[config.mk]
export PLATFORM = sky130hd
export DESIGN_NAME = button_debouncer
export DESIGN_NICKNAME = d
export VERILOG_FILES = /design/src/rtl/debounce_pkg.sv /design/src/rtl/debounce_channel.sv /design/src/rtl/button_debouncer.sv
export SDC_FILE = /design/constraint.sdc
export NUM_CORES = 1
export LEC_CHECK = 0
export BUFFER_PORTS_ARGS = -buffer_cell sky130_fd_sc_hd__buf_2
export CAP_MARGIN = 20
export CORE_MARGIN = 10
export CORE_UTILIZATION = 40
export CTS_CLUSTER_SIZE = 12
export DETAILED_ROUTE_END_ITERATION = 10
export HOLD_SLACK_MARGIN = 0.06
export SLEW_MARGIN = 30
export SYNTH_ARGS = -nofsm -noshare
export SYNTH_HDL_FRONTEND = slang
export SYNTH_SLANG_ARGS = --single-unit
export TNS_END_PERCENT = 100
[constraint.sdc]
create_clock -name clk -period 2.3 [get_ports clk]
set_clock_uncertainty 0.2 [all_clocks]
set_input_delay 0.46 -clock clk [delete_from_list [all_inputs] [get_ports clk]]
set_output_delay 0.46 -clock clk [all_outputs]
set_load 0.02 [all_outputs]
[src/rtl/debounce_pkg.sv]
// Shared widths, default parameters and named button indices for the
// push-button debouncer.
package debounce_pkg;

  localparam int CNT_W              = 4;
  localparam int N_BTN_DEF          = 5;
  localparam int STABLE_SAMPLES_DEF = 4;

  localparam int BTN_UP     = 0;
  localparam int BTN_DOWN   = 1;
  localparam int BTN_LEFT   = 2;
  localparam int BTN_RIGHT  = 3;
  localparam int BTN_CENTER = 4;

endpackage

[src/rtl/debounce_channel.sv]
// One button channel: 2-flop synchronizer, stability counter, debounced level
// and registered one-cycle press/release pulses, advanced by the shared tick.
module debounce_channel
  import debounce_pkg::*;
#(
  parameter int STABLE_SAMPLES = STABLE_SAMPLES_DEF
) (
  input  logic clk,
  input  logic rst_n,
  input  logic tick,
  input  logic btn_raw,
  output logic btn_level,
  output logic btn_press,
  output logic btn_release
);

  localparam logic [CNT_W-1:0] CNT_LAST = CNT_W'(STABLE_SAMPLES - 1);

  logic             sync_q1;
  logic             sync_q2;
  logic [CNT_W-1:0] cnt;
  logic             differ;
  logic             accept;

  always_ff @(posedge clk or negedge rst_n) begin
    if (!rst_n) begin
      sync_q1 <= 1'b0;
      sync_q2 <= 1'b0;
    end else begin
      sync_q1 <= btn_raw;
      sync_q2 <= sync_q1;
    end
  end

  assign differ = sync_q2 ^ btn_level;
  assign accept = tick & differ & (cnt == CNT_LAST);

  // Any sample matching the current level restarts the run; the counter
  // never passes CNT_LAST because acceptance clears it.
  always_ff @(posedge clk or negedge rst_n) begin
    if (!rst_n) begin
      cnt         <= '0;
      btn_level   <= 1'b0;
      btn_press   <= 1'b0;
      btn_release <= 1'b0;
    end else begin
      btn_press   <= accept & sync_q2;
      btn_release <= accept & ~sync_q2;
      if (tick) begin
        if (!differ || accept) begin
          cnt <= '0;
        end else begin
          cnt <= cnt + 1'b1;
        end
        if (accept) begin
          btn_level <= sync_q2;
        end
      end
    end
  end

endmodule

[src/rtl/button_debouncer.sv]
// Multi-channel button debouncer: turns the slow clk_debounce square wave
// into a one-cycle sample tick and fans it out to per-button channels.
module button_debouncer
  import debounce_pkg::*;
#(
  parameter int N_BTN          = N_BTN_DEF,
  parameter int STABLE_SAMPLES = STABLE_SAMPLES_DEF
) (
  input  logic             clk,
  input  logic             rst_n,
  input  logic             clk_debounce,
  input  logic [N_BTN-1:0] btn_raw,
  output logic [N_BTN-1:0] btn_level,
  output logic [N_BTN-1:0] btn_press,
  output logic [N_BTN-1:0] btn_release
);

  logic s1;
  logic s2;
  logic s3;
  logic tick;

  // clk_debounce is treated purely as data: synchronize, then detect its rise.
  always_ff @(posedge clk or negedge rst_n) begin
    if (!rst_n) begin
      s1 <= 1'b0;
      s2 <= 1'b0;
      s3 <= 1'b0;
    end else begin
      s1 <= clk_debounce;
      s2 <= s1;
      s3 <= s2;
    end
  end

  assign tick = s2 & ~s3;

  for (genvar i = 0; i < N_BTN; i++) begin : g_chan
    debounce_channel #(
      .STABLE_SAMPLES(STABLE_SAMPLES)
    ) u_chan (
      .clk        (clk),
      .rst_n      (rst_n),
      .tick       (tick),
      .btn_raw    (btn_raw[i]),
      .btn_level  (btn_level[i]),
      .btn_press  (btn_press[i]),
      .btn_release(btn_release[i])
    );
  end

endmodule

Word-level counts from Yosys, hierarchy flattened
Index checks and enable logic that the tools add are counted.
{"block": "word_totals", "ramBits": 0, "word_cells": 95, "rom_bits": 0, "reg_bits": 48, "latch_bits": 0, "n_memories": 0, "inputBits": 8}
{"block": "op_classes", "addsub": 5, "order_cmp": 0, "n_mux": 5, "mul": 0, "shifts": 0, "bitwise": 32, "n_reduce_logical": 15, "n_eq_ne": 5, "div": 0}
{"cell": "bitwise AND 1 bit", "count": 21}
{"cell": "adder 4 x 1 -> 4 bit (second input constant)", "count": 5}
{"cell": "== test 4 x 2 -> 1 bit (second input constant)", "count": 5}
{"cell": "2-to-1 mux 4 bit", "count": 5}
{"cell": "AND reduction 2 bit", "count": 5}
{"cell": "NOT 1 bit", "count": 6}
{"cell": "zero test 1 bit", "count": 5}
{"cell": "logical OR 1 bit", "count": 5}
{"cell": "XOR 1 bit", "count": 5}

Depth between registers and ports, before layout
Gate-level depths: netlist of run 1.
{"block": "depth", "ltp_word": 6, "mapped_depth": 5, "depth_no_buf": 4}

Cells and area by module
From an unflattened synthesis of run 1, not the netlist that was laid out.
{"block": "hier_totals", "hier_cells": 154, "hier_area_um2": 2059.5}
{"module": "debounce_channel", "instances": 5, "cells_each": 30, "area_each_um2": 394.1}
{"module": "button_debouncer", "instances": 1, "cells_each": 4, "area_each_um2": 88.8}

Worst setup path before layout of run 1
OpenSTA, ideal clock, no wires.
{"block": "synth_timing", "path_type": "reg2reg", "startpoint": "reg g_chan[4].u_chan.cnt[0]", "endpoint": "reg g_chan[4].u_chan.btn_level", "slack_ns": 0.662, "arrival_ns": 1.310, "stages_incl_launch_ff": 5, "n_path_buf": 0, "cell_sequence": "dfrtp_1 ha_1 or3b_4 nor2_4 mux2_1"}
{"block": "synth_between", "elab_chain_cells": 3}
{"item": "start, declared", "line": "debounce_channel.sv:21", "text": "logic [CNT_W-1:0] cnt;"}
{"item": "start signal, assigned", "line": "debounce_channel.sv:53", "text": "cnt <= cnt + 1'b1;"}
{"item": "== test 4 x 2 -> 1 bit", "line": "debounce_channel.sv:36", "text": "assign accept = tick & differ & (cnt == CNT_LAST);"}
{"item": "bitwise AND 1 bit", "line": "debounce_channel.sv:36"}
{"item": "AND reduction 2 bit (no source line)"}
{"item": "end signal, assigned", "line": "debounce_channel.sv:56", "text": "btn_level <= sync_q2;"}
{"item": "end, declared", "line": "debounce_channel.sv:12", "text": "output logic btn_level,"}
Every way passes these cells.
A chain may end at the register's enable or synchronous reset.

Final worst setup path of run 1
Ends and elaborated chain as after synthesis.

==> metrics.md, run 1 <==
| Metric | Value |
|---|---|
| Worst r2r dst | `g_chan[4].u_chan.btn_level` |
| VDD IR max | `roughly 0.40 mV` |
| Global route total overflow | `0` |
| Initial antenna violation count | `0` |
| Instance count after placement with tap cells included | `around 250` |
| Worst hold path cell count | `0` |
| Global-route total usage across every layer | `roughly 8.4%` |
| Distinct cell type count after synthesis | `39` |
| Port Buf Inserts | `22` |
| TNS Setup | `0 ps` |
| Initial standard-cell utilization of the core | `41.7%` |
| Max_slew headroom | `between 60% and 70%` |
| Post-detailed-route via-to-cell ratio | `between 4 and 5` |
| Final clock period utilization by the worst path | `74.1%` |
| Post-route antenna net violation count | `0` |
| RR Startpoint | `g_chan[4].u_chan.cnt[0]` |
| Share of the synthesized area in the top cell type | `between 50% and 60%` |
| TritonCTS sink count | `between 40 and 50` |
| Fraction of the mapped netlist area in compound gates | `about a tenth` |
| Total wirelength of the detailed-routed design | `3.49 mm` |
| Die boundary height | `roughly 93 um` |
| Number of remaining DRC errors | `0` |
| Post-synthesis share of cell area spent on xor and xnor gates | `under 10%` |
| Leak Pwr | `between 1 and 1.5 nW` |
| Number of max-cap violations | `0` |
| H-Tree Depth | `2` |
| Adder and majority gate portion of the synthesized area | `between 2 and 3%` |
| Data arrival at the endpoint of the critical path | `~1700 ps` |
| Internal cell power | `about 1.5 mW` |
| Fin nets | `between 200 and 250` |
| Worst-path clk slew | `~90 ps` |
| DRC violation total after the first TritonRoute iteration | `38` |
| Library cell contributing the largest single delay on the critical path | `sky130_fd_sc_hd__or3b_4` |
| Hold path start | `g_chan[1].u_chan.sync_q1` |
| Number of cell rows | `26` |
| Required arrival time at the worst endpoint | `around 2300 ps` |
| Clock tree from TritonCTS | `yes` |
| Maximum number of pins on one net before global-route repair | `27` |
| RSZ-0062 raised after global routing | `no` |
| Number of cells on the worst reg-to-reg path | `4` |
| Total area of multi-input combinational cells | `slightly below 800 um^2` |
| Multiplexer fraction of the synthesized cell area | `under 10%` |
| CTS Root Cell | `sky130_fd_sc_hd__clkbuf_8` |
| Horiz. Die Dim | `93.2 um` |
| Post-synthesis sequential element count | `48` |
| Reg power frac | `50.3%` |
| Status | `completed` |
| Cell Area, Placed | `between 2000 and 2500 um^2` |
| Relative contribution of the clock network to total power | `~28%` |
| Hold/Removal Path Class | `reg -> reg` |
| Setup violations, final | `0` |
| Start point of the critical path | `g_chan[4].u_chan.cnt[0]` |
| Simple-gate portion of the synthesized area | `a little under a fifth` |
| Via count of the routed design | `roughly 1300` |
| Global-route wire length before repair | `6.05 mm` |
| Final GP Congestion | `~0.73` |
| Diode count | `0` |
| Max Transition Viols Final | `0` |
| Maximum achievable frequency | `0.587 GHz` |
| Top Ports | `23` |
| Startpoint type of the worst setup path | `flop` |
| Worst setup path endpoint | `g_chan[4].u_chan.btn_level` |
| Time the worst path needs with I/O delays and setup | `roughly 1700 ps` |
| Vias in the first global route | `about 1300` |
| Main combinational cell family by area after synthesis | `simple AND/OR/NAND/NOR gates` |
| Final core area utilization | `roughly 47%` |
| Max stage delay on crit path | `around 410 ps` |
| Switching pwr | `0.655 mW` |
| Post-Syn Instances | `roughly 180` |
| Post-synthesis cell type with the largest combined area | `sky130_fd_sc_hd__dfrtp_1` |
| Proportion of layout cells with a drive suffix above 1 | `21.6%` |
| Transition at the pin with the smallest max-transition slack | `just over 500 ps` |
| FF/Latch Area | `1200 um^2` |
| Clk buf depth | `2` |
| Type of the worst setup path | `reg -> reg` |
| Total of fill cells in the finished design | `480` |
| Detailed-routing iteration count for the pre-antenna-repair pass | `4` |
| Post-cts hold buffer count | `7` |
| Core area | `approximately 5100 um^2` |
| Number of setup buffers added after CTS | `0` |
| Number of nets produced by synthesis | `192` |
| Post-synthesis cell area | `2150 um^2` |
| Critical path, cell by cell | `ha_1 -> or3b_4 -> nor2_4 -> mux2_1` |
| Largest fanout on the critical path | `4` |
| Signed area change from the synthesized netlist to the final layout | `11.5%` |
| Reg-to-reg slack, setup | `~600 ps` |
| Sw Ratio | `between 30 and 40%` |
| Overall Power | `2.14 mW` |
| Dominant cells by area after synthesis | `sky130_fd_sc_hd__dfrtp_1 56%, sky130_fd_sc_hd__buf_4 5.9%, sky130_fd_sc_hd__nand2_1 3.3%, sky130_fd_sc_hd__ha_1 2.9%, sky130_fd_sc_hd__nor3b_1 2.8%` |
| Number of buffers created by CTS | `5` |
| M3 GR Usage | `between 2 and 3%` |
| Sequential fraction of the synthesis area | `56.0%` |
| Met2 usage | `between 10 and 15%` |
| Most utilized layer in the global route result | `met2` |
| Clock latency reported for the late side of the worst-skew pair | `around 300 ps` |
| Combinational Power Share | `21.7%` |
| Cell area power density | `just under 900 nW/um^2` |
| Setup slack at placement | `around 600 ps` |
| Mean cell area of the mapped netlist | `~12 um^2` |
| Count of yosys warnings during synthesis | `0` |
| Met1 track demand over resource in global routing | `about a tenth` |
| Total die area | `a little under 9000 um^2` |
| Crit. End Element | `flop` |
| Count of cells resized by post-cts repair | `0` |
| Post-layout instance area | `2390 um^2` |
| Detail Placement HPWL | `~2.4 mm` |
| Final-layout worst hold slack | `about 160 ps` |
| Routed wire per std cell | `13.0 um` |
| Number of cells in the finished layout apart from fillers | `approximately 270` |
| Hold Fails Final Rpt | `0` |
| Worst Setup Slack, final | `approximately 600 ps` |
## logic make-up (layout without fill, tap and decap cells)
kind of cell | Yosys count | in the layout
adders and majority gates | 5 | 5
muxes | 6 | 6
xor gates and xnor gates | 5 | 5
AOI/OAI and AO/OA | 29 | 29
DFF | 48 | 48
buffers and inverters | 22 | 42
and+or+nand+nor | 64 | 64
## layer usage
metal | vias to the layer above | wire, um | part of all wire, %
met5 | - | 0 | 0
met4 | 0 | 55 | 1.6
met3 | 5 | 133 | 3.8
met2 | 16 | 1780 | 51
met1 | 669 | 1520 | 43
li1 | 647 | - | -
## power groups by stage
stage                     clock network (mW)  registers (mW)  logic [mW]
after floorplan                            0            1.07       0.403
after global placement                     0            1.08       0.443
after detailed placement                   0            1.09       0.463
after CTS                              0.623            1.08       0.477
after global routing                   0.653            1.10       0.531
final                                  0.599            1.08       0.466
## cell usage in the layout (no fill, tap or decap), types with 5 or more instances in the layout
cell type / instances
sky130_fd_sc_hd__o21ai_1: 9
sky130_fd_sc_hd__buf_2: 22
sky130_fd_sc_hd__nand2b_1: 5
sky130_fd_sc_hd__nor2_1: 5
sky130_fd_sc_hd__dfrtp_1: 48
sky130_fd_sc_hd__nand2_1: 19
sky130_fd_sc_hd__dlygate4sd3_1: 7
sky130_fd_sc_hd__a22o_1: 5
sky130_fd_sc_hd__nor3b_1: 8
sky130_fd_sc_hd__ha_1: 5
sky130_fd_sc_hd__clkbuf_8: 5
sky130_fd_sc_hd__nand3_1: 5
## critical path, delay by kind of cell, from the launching register on
| kind | cells | cell delay [ps] |
|---|---|---|
| fa+ha+maj | 1 | 170 |
| simple gates | 2 | 510 |
| flops | 1 | 390 |
| mux | 1 | 320 |
## cells in the mapped netlist
master / count
sky130_fd_sc_hd__dfrtp_1: 48
sky130_fd_sc_hd__nand2_1: 19
sky130_fd_sc_hd__buf_4: 17
sky130_fd_sc_hd__o21ai_1: 9
sky130_fd_sc_hd__nor3b_1: 8
sky130_fd_sc_hd__a22o_1: 5
sky130_fd_sc_hd__ha_1: 5
sky130_fd_sc_hd__nand2b_1: 5
sky130_fd_sc_hd__nand3_1: 5
sky130_fd_sc_hd__nor2_1: 5
sky130_fd_sc_hd__a32o_1: 4
sky130_fd_sc_hd__inv_1: 4
sky130_fd_sc_hd__mux2_1: 4
sky130_fd_sc_hd__nor2b_1: 4
sky130_fd_sc_hd__nor3b_2: 4
sky130_fd_sc_hd__o21ai_0: 4
sky130_fd_sc_hd__xor2_1: 3
sky130_fd_sc_hd__a21o_1: 2
sky130_fd_sc_hd__and3_1: 2
sky130_fd_sc_hd__o31ai_1: 2
sky130_fd_sc_hd__xnor2_1: 2
sky130_fd_sc_hd__a31oi_1: 1
sky130_fd_sc_hd__and2_1: 1
sky130_fd_sc_hd__and2b_4: 1
sky130_fd_sc_hd__and3b_1: 1
sky130_fd_sc_hd__buf_6: 1
sky130_fd_sc_hd__mux2_4: 1
sky130_fd_sc_hd__mux2i_1: 1
sky130_fd_sc_hd__nand2b_4: 1
sky130_fd_sc_hd__nand3_2: 1
sky130_fd_sc_hd__nand3b_1: 1
sky130_fd_sc_hd__nand4_1: 1
sky130_fd_sc_hd__nor2_4: 1
sky130_fd_sc_hd__nor3_1: 1
sky130_fd_sc_hd__nor4b_2: 1
sky130_fd_sc_hd__o22ai_1: 1
sky130_fd_sc_hd__o32ai_2: 1
sky130_fd_sc_hd__or2b_1: 1
sky130_fd_sc_hd__or3b_4: 1
## how the worst min path moves through the flow
stage                                      end  slack (ps)
floorplan           g_chan[0].u_chan.btn_level         -40
global placement      g_chan[3].u_chan.sync_q2         130
detailed placement    g_chan[1].u_chan.sync_q2         140
CTS                   g_chan[1].u_chan.sync_q2         160
global route          g_chan[3].u_chan.sync_q2         160
finish                g_chan[1].u_chan.sync_q2         160
## layout make-up
type | count | share of cell area, %
clock buffers | 5 | 2.88
clock inverters | 3 | 1.78
multi-input cells | 109 | 33.0
well taps | 70 | 3.66
flip-flops and latches | 48 | 50.2
repair buffers | 30 | 7.84
inverters | 4 | 0.627
## sequential cells by signal, indices dropped and copies added, names as in the netlist
register,cells
g_chan.u_chan.sync_q2,5
g_chan.u_chan.btn_level,5
s1,1
g_chan.u_chan.cnt,20
g_chan.u_chan.sync_q1,5
g_chan.u_chan.btn_release,5
s2,1
s3,1
g_chan.u_chan.btn_press,5
No activity file was read; power rests on OpenSTA's default activity.
==> run 2, diff against run 1 <==
==> constraint.sdc (replaced) <==
create_clock -name clk -period 1.7 [get_ports clk]
set_clock_uncertainty 0.2 [all_clocks]
set_input_delay 0.34 -clock clk [delete_from_list [all_inputs] [get_ports clk]]
set_output_delay 0.34 -clock clk [all_outputs]
set_load 0.02 [all_outputs]
==> metrics.md, run 2 (synthesized netlist as in run 1, its figures left out) <==
| Metric | Value |
|---|---|
| Max_slew headroom | `74.3% (+8.0 points)` |
| Crit. End Element | `flop` |
| Signed area change from the synthesized netlist to the final layout | `14.1%` |
| Setup violations, final | `0 (unchanged)` |
| Port Buf Inserts | `22 (unchanged)` |
| Post-detailed-route via-to-cell ratio | `4.87 (-2.0%)` |
| Total of fill cells in the finished design | `492 (+2.5%)` |
| Total die area | `8690 um^2 (unchanged)` |
| Leak Pwr | `1.15 nW (+1.7%)` |
| Clk buf depth | `2 (unchanged)` |
| Diode count | `0 (unchanged)` |
| Commonest non-fill, non-tap cells in the layout | `48 x sky130_fd_sc_hd__dfrtp_1, 22 x sky130_fd_sc_hd__buf_2, 19 x sky130_fd_sc_hd__nand2_1` |
| Maximum number of pins on one net before global-route repair | `49 (+81%)` |
| Final clock period utilization by the worst path | `100% (+26 points)` |
| H-Tree Depth | `2 (unchanged)` |
| Via count of the routed design | `1339 (+0.15%)` |
| Fin nets | `217 (+2.8%)` |
| Clock latency reported for the late side of the worst-skew pair | `290 ps (about the same)` |
| Top Ports | `23 (unchanged)` |
| Total wirelength of the detailed-routed design | `3.61 mm (+3.5%)` |
| CTS Root Cell | `sky130_fd_sc_hd__clkbuf_8` |
| Worst-path clk slew | `80 ps (about the same)` |
| Time the worst path needs with I/O delays and setup | `1700 ps (-3.37 ps)` |
| Cell area power density | `1160 nW/um^2 (+30%)` |
| Hold Fails Final Rpt | `0 (unchanged)` |
| TritonCTS sink count | `48 (unchanged)` |
| Max FFs per register | `20 (unchanged)` |
| Reg-to-reg slack, setup | `0.1 ps (-600 ps)` |
| Hold/Removal Path Class | `reg -> reg` |
| Transition at the pin with the smallest max-transition slack | `382 ps (-123 ps)` |
| Core area | `5140 um^2 (unchanged)` |
| VDD IR max | `0.584 mV (+48%)` |
| Data arrival at the endpoint of the critical path | `1680 ps (about the same)` |
| Detailed-routing iteration count for the pre-antenna-repair pass | `4 (unchanged)` |
| Global-route total usage across every layer | `8.83% (+0.42 points)` |
| Number of remaining DRC errors | `0 (unchanged)` |
| Overall Power | `2.85 mW (+33%)` |
| Final GP Congestion | `0.742 (+1.3%)` |
| Max Transition Viols Final | `0 (unchanged)` |
| Maximum achievable frequency | `0.588 GHz (+0.20%)` |
| Routed wire per std cell | `13.1 um (+1.2%)` |
| Cell Area, Placed | `2240 um^2 (+1.2%)` |
| Required arrival time at the worst endpoint | `1680 ps (-610 ps)` |
| Vias in the first global route | `1426 (+6.2%)` |
| Global-route wire length before repair | `6.26 mm (+3.4%)` |
| Largest fanout on the critical path | `4 (unchanged)` |
| Detail Placement HPWL | `2.51 mm (+2.7%)` |
| Number of buffers created by CTS | `5 (unchanged)` |
| DRC violation total after the first TritonRoute iteration | `72 (+89%)` |
| Die boundary height | `93.2 um (unchanged)` |
| Number of cell rows | `26 (unchanged)` |
| Initial standard-cell utilization of the core | `41.7% (unchanged)` |
| Clock tree from TritonCTS | `yes` |
| Horiz. Die Dim | `93.2 um (unchanged)` |
| RSZ-0062 raised after global routing | `yes` |
| Initial antenna violation count | `0 (unchanged)` |
| Post-layout instance area | `2450 um^2 (+2.3%)` |
| Proportion of layout cells with a drive suffix above 1 | `23.9% (+2.3 points)` |
| Top reg by flops | `g_chan.u_chan.cnt` |
| Number of max-cap violations | `0 (unchanged)` |
| Status | `completed` |
| Global route total overflow | `0 (unchanged)` |
| Type of the worst setup path | `reg -> reg` |
| Commonest non-fill, non-tap cell in the layout | `sky130_fd_sc_hd__dfrtp_1` |
| Post-route antenna net violation count | `0 (unchanged)` |
| Startpoint type of the worst setup path | `flop` |
## run 2: cell count changes in the layout (fill, tap and decap cells not counted), sizes merged
cell | before | now
clkinv | 1 | 0
buf | 23 | 29
bufinv | 1 | 0
clkinvlp | 1 | 0
clkbuf | 5 | 8
## run 2: worst paths after layout
check | start | endpoint | cells after the start
hold reg to reg | g_chan[1].u_chan.sync_q1 | g_chan[1].u_chan.sync_q2 | 0
setup / recovery | g_chan[4].u_chan.cnt[1] | g_chan[4].u_chan.btn_level | 4
setup reg to reg | g_chan[4].u_chan.cnt[1] | g_chan[4].u_chan.btn_level | 4
hold / removal | g_chan[1].u_chan.sync_q1 | g_chan[1].u_chan.sync_q2 | 0
min in group asynchronous | rst_n | g_chan[0].u_chan.btn_press | 3
max in group asynchronous | rst_n | g_chan[4].u_chan.sync_q2 | 3
## run 2: report_power, final
group | internal, mW | leakage (nW) | switching [mW]
logic | 0.340 | 0.476 | 0.376
registers | 1.30 | 0.628 | 0.160
clock network | 0.332 | 0.0455 | 0.341
total | 1.97 | 1.15 | 0.877
## run 2: what timing repair did
action                     in CTS  in global routing
pin swaps                       0                  2
resized for setup               0                  4
hold buffers                    7                  0
buffers inserted                1                  3
hold endpoints to repair       54                  0
setup endpoints to repair       1                  3
## run 2: area by class of cell
type	count	area, um^2	area share (%)
multi-input cells	109	810	33.1
repair buffers	36	245	10.0
inverters	4	15.0	0.613
well taps	70	87.6	3.58
flip-flops and latches	48	1200	49.1
clock buffers	8	90.1	3.68
## run 2: per-stage QoR
step	setup WS [ps]	cells	utilization [%]	TNS [ps]	hold WS, ps
2_1_floorplan	62.2	179	-	0	-156
3_3_place_gp	57.6	256	43.6	0	131
3_5_place_dp	-3.76	256	43.6	-3.76	136
4_1_cts	8.69	272	46.8	0	156
5_1_grt	-53.5	275	47.6	-81.5	162
6_report	0.143	275	47.6	0	152
## run 2: per-layer routing
| metal | up-vias | global-route usage [%] | part of all wire (%) |
|---|---|---|---|
| li1 | 659 | - | - |
| met1 | 658 | 9.58 | 41 |
| met2 | 17 | 14.8 | 53 |
| met3 | 5 | 3.20 | 4.3 |
| met4 | 0 | 4.50 | 1.8 |
| met5 | - | 0 | 0 |
## run 2: worst max-delay path, cell delays in order (launching register included)
cell and delay [ps]:
sky130_fd_sc_hd__dfrtp_1 360, sky130_fd_sc_hd__ha_2 180, sky130_fd_sc_hd__or3b_4 410, sky130_fd_sc_hd__nor2_4 140, sky130_fd_sc_hd__mux2_4 300
==> run 3, diff against run 2 <==
--- a/config.mk
+++ b/config.mk
@@ -8,7 +8,7 @@
 export BUFFER_PORTS_ARGS = -buffer_cell sky130_fd_sc_hd__buf_2
 export CAP_MARGIN = 20
 export CORE_MARGIN = 10
-export CORE_UTILIZATION = 40
+export CORE_UTILIZATION = 30
 export CTS_CLUSTER_SIZE = 12
 export DETAILED_ROUTE_END_ITERATION = 10
 export HOLD_SLACK_MARGIN = 0.06
==> constraint.sdc (replaced) <==
create_clock -name clk -period 1.8 [get_ports clk]
set_clock_uncertainty 0.2 [all_clocks]
set_input_delay 0.36 -clock clk [delete_from_list [all_inputs] [get_ports clk]]
set_output_delay 0.36 -clock clk [all_outputs]
set_load 0.02 [all_outputs]
==> metrics.md, run 3 (synthesized netlist as in run 1, its figures left out) <==
| Metric | Value |
|---|---|
| Type of the worst setup path | `reg -> reg` |
| Number of remaining DRC errors | `0 (unchanged)` |
| Start point of the critical path | `g_chan[4].u_chan.cnt[0]` |
| Max Transition Viols Final | `0 (unchanged)` |
| Total die area | `10900 um^2 (+26%)` |
| Total of fill cells in the finished design | `696 (+41%)` |
| Final GP Congestion | `0.788 (+6.2%)` |
| Routed wire per std cell | `11.8 um (-10%)` |
| Number of max-cap violations | `0 (unchanged)` |
| Worst r2r dst | `g_chan[4].u_chan.btn_level` |
| Maximum achievable frequency | `0.593 GHz (+0.76%)` |
| Total area of multi-input combinational cells | `791 um^2 (-2.3%)` |
| Maximum number of pins on one net before global-route repair | `24 (-51%)` |
| Horiz. Die Dim | `105 um (+12%)` |
| Max stage delay on crit path | `400 ps (about the same)` |
| TNS Setup | `0 ps (unchanged)` |
| Max FFs per register | `20 (unchanged)` |
| Number of cells in the finished layout apart from fillers | `296 (+7.6%)` |
| Transition at the pin with the smallest max-transition slack | `400 ps (+18.3 ps)` |
| Final core area utilization | `35.4% (-12 points)` |
| Detailed-routing iteration count for the pre-antenna-repair pass | `4 (unchanged)` |
| Commonest non-fill, non-tap cells in the layout | `48 x sky130_fd_sc_hd__dfrtp_1, 22 x sky130_fd_sc_hd__buf_2, 19 x sky130_fd_sc_hd__nand2_1` |
| Max_slew headroom | `73.3% (-1.0 points)` |
| Required arrival time at the worst endpoint | `1780 ps (+100 ps)` |
| Number of buffers created by CTS | `5 (unchanged)` |
| Initial antenna violation count | `0 (unchanged)` |
| Setup violations, final | `0 (unchanged)` |
| Total wirelength of the detailed-routed design | `3.50 mm (-3.3%)` |
| Core area | `6870 um^2 (+34%)` |
| TritonCTS sink count | `48 (unchanged)` |
| Global route total overflow | `0 (unchanged)` |
| Clock tree from TritonCTS | `yes` |
| Hold Fails Final Rpt | `0 (unchanged)` |
| Crit. End Element | `flop` |
| Cell area power density | `1060 nW/um^2 (-8.8%)` |
| Leak Pwr | `1.13 nW (-1.2%)` |
| Global-route total usage across every layer | `6.93% (-1.9 points)` |
| Post-detailed-route via-to-cell ratio | `4.38 (-10%)` |
| Vias in the first global route | `1382 (-3.1%)` |
| Top Ports | `23 (unchanged)` |
| Proportion of layout cells with a drive suffix above 1 | `21.5% (-2.4 points)` |
| FF/Latch Area | `1200 um^2 (unchanged)` |
| Library cell contributing the largest single delay on the critical path | `sky130_fd_sc_hd__or3b_4` |
| Detail Placement HPWL | `2.45 mm (-2.4%)` |
| Top reg by flops | `g_chan.u_chan.cnt` |
| Fin nets | `213 (-1.8%)` |
| Post-route antenna net violation count | `0 (unchanged)` |
| H-Tree Depth | `2 (unchanged)` |
| Global-route wire length before repair | `6.51 mm (+4.1%)` |
| Clk buf depth | `2 (unchanged)` |
| Final-layout worst hold slack | `153 ps (+0.0900 ps)` |
| Time the worst path needs with I/O delays and setup | `1690 ps (-12.8 ps)` |
| Diode count | `0 (unchanged)` |
| Number of cell rows | `30 (+15%)` |
| Final clock period utilization by the worst path | `93.7% (-6.3 points)` |
| Signed area change from the synthesized netlist to the final layout | `13.4%` |
| CTS Root Cell | `sky130_fd_sc_hd__clkbuf_8` |
| Initial standard-cell utilization of the core | `31.2% (-11 points)` |
| Number of cells on the worst reg-to-reg path | `4 (unchanged)` |
| Cell Area, Placed | `2280 um^2 (+1.7%)` |
| Worst-path clk slew | `80 ps (about the same)` |
| Reg-to-reg slack, setup | `110 ps (+110 ps)` |
| Worst setup path endpoint | `g_chan[4].u_chan.btn_level` |
| Startpoint type of the worst setup path | `flop` |
| Port Buf Inserts | `22 (unchanged)` |
| Hold/Removal Path Class | `reg -> reg` |
| Instance count after placement with tap cells included | `281 (+9.8%)` |
| Commonest non-fill, non-tap cell in the layout | `sky130_fd_sc_hd__dfrtp_1` |
| Die boundary height | `105 um (+12%)` |
| Status | `completed` |
| Data arrival at the endpoint of the critical path | `1670 ps (about the same)` |
| RSZ-0062 raised after global routing | `no` |
| Critical path, cell by cell | `ha_1 -> or3b_4 -> nor2_4 -> mux2_1` |
| Via count of the routed design | `1295 (-3.3%)` |
| DRC violation total after the first TritonRoute iteration | `62 (-14%)` |
| Post-layout instance area | `2430 um^2 (-0.66%)` |
| RR Startpoint | `g_chan[4].u_chan.cnt[0]` |
| Count of cells resized by post-cts repair | `0 (unchanged)` |
| VDD IR max | `0.474 mV (-19%)` |
| Clock latency reported for the late side of the worst-skew pair | `290 ps (about the same)` |
| Largest fanout on the critical path | `4 (unchanged)` |
-- run 3: worst max-delay path, delay by kind of cell, from the launching register on --
kind | cells | cell delay (ps)
flops | 1 | 380
mux | 1 | 320
fa+ha+maj | 1 | 170
simple gates | 2 | 500
-- run 3: how the worst min path moves through the flow --
stage          cells past startpoint                     start                           end  slack, ps
2_1_floorplan                      0                     rst_n    g_chan[0].u_chan.btn_level       -140
3_3_place_gp                       1                     rst_n  g_chan[0].u_chan.btn_release        110
3_5_place_dp                       1                     rst_n  g_chan[0].u_chan.btn_release        110
4_1_cts                            0  g_chan[0].u_chan.sync_q1      g_chan[0].u_chan.sync_q2        150
5_1_grt                            0  g_chan[4].u_chan.sync_q1      g_chan[4].u_chan.sync_q2        170
6_report                           0  g_chan[0].u_chan.sync_q1      g_chan[0].u_chan.sync_q2        150
-- run 3: where the power goes --
group	leakage, nW	switching, mW	total [mW]	internal [mW]
Clock	0.0410	0.329	0.594	0.265
Combinational	0.466	0.333	0.606	0.273
Sequential	0.628	0.154	1.38	1.23
Total	1.13	0.817	2.58	1.76
-- run 3: area by class of cell --
cell class | instances | area share, %
clock buffer | 6 | 2.98
clock inverter | 1 | 0.206
inverter | 4 | 0.617
multi-input combinational | 109 | 32.5
sequential | 48 | 49.4
tap | 96 | 4.94
timing repair buffer | 32 | 9.36
-- run 3: through the flow --
stage	setup slack, ps	power (mW)
after global routing	20.7	2.78
final	113	2.58
after floorplan	162	1.88
after CTS	87.8	2.62
after detailed placement	105	2.00
after global placement	134	1.98
-- run 3: repair_timing --
item	in CTS	in global routing
setup buffers	0	1
endpoints found under the setup margin	0	1
hold endpoints to repair	19	0
hold buffers	7	0
-- run 3: metal layers --
layer  routed length (um)  part of all wire, %  track usage, %  up-vias
met3                  158                  4.5            2.76        8
met5                    0                    0               0        -
li1                     -                    -               -      647
met4                   68                  1.9            2.65        0
met2                 1650                   47            10.8       24
met1                 1610                   46            8.39      616
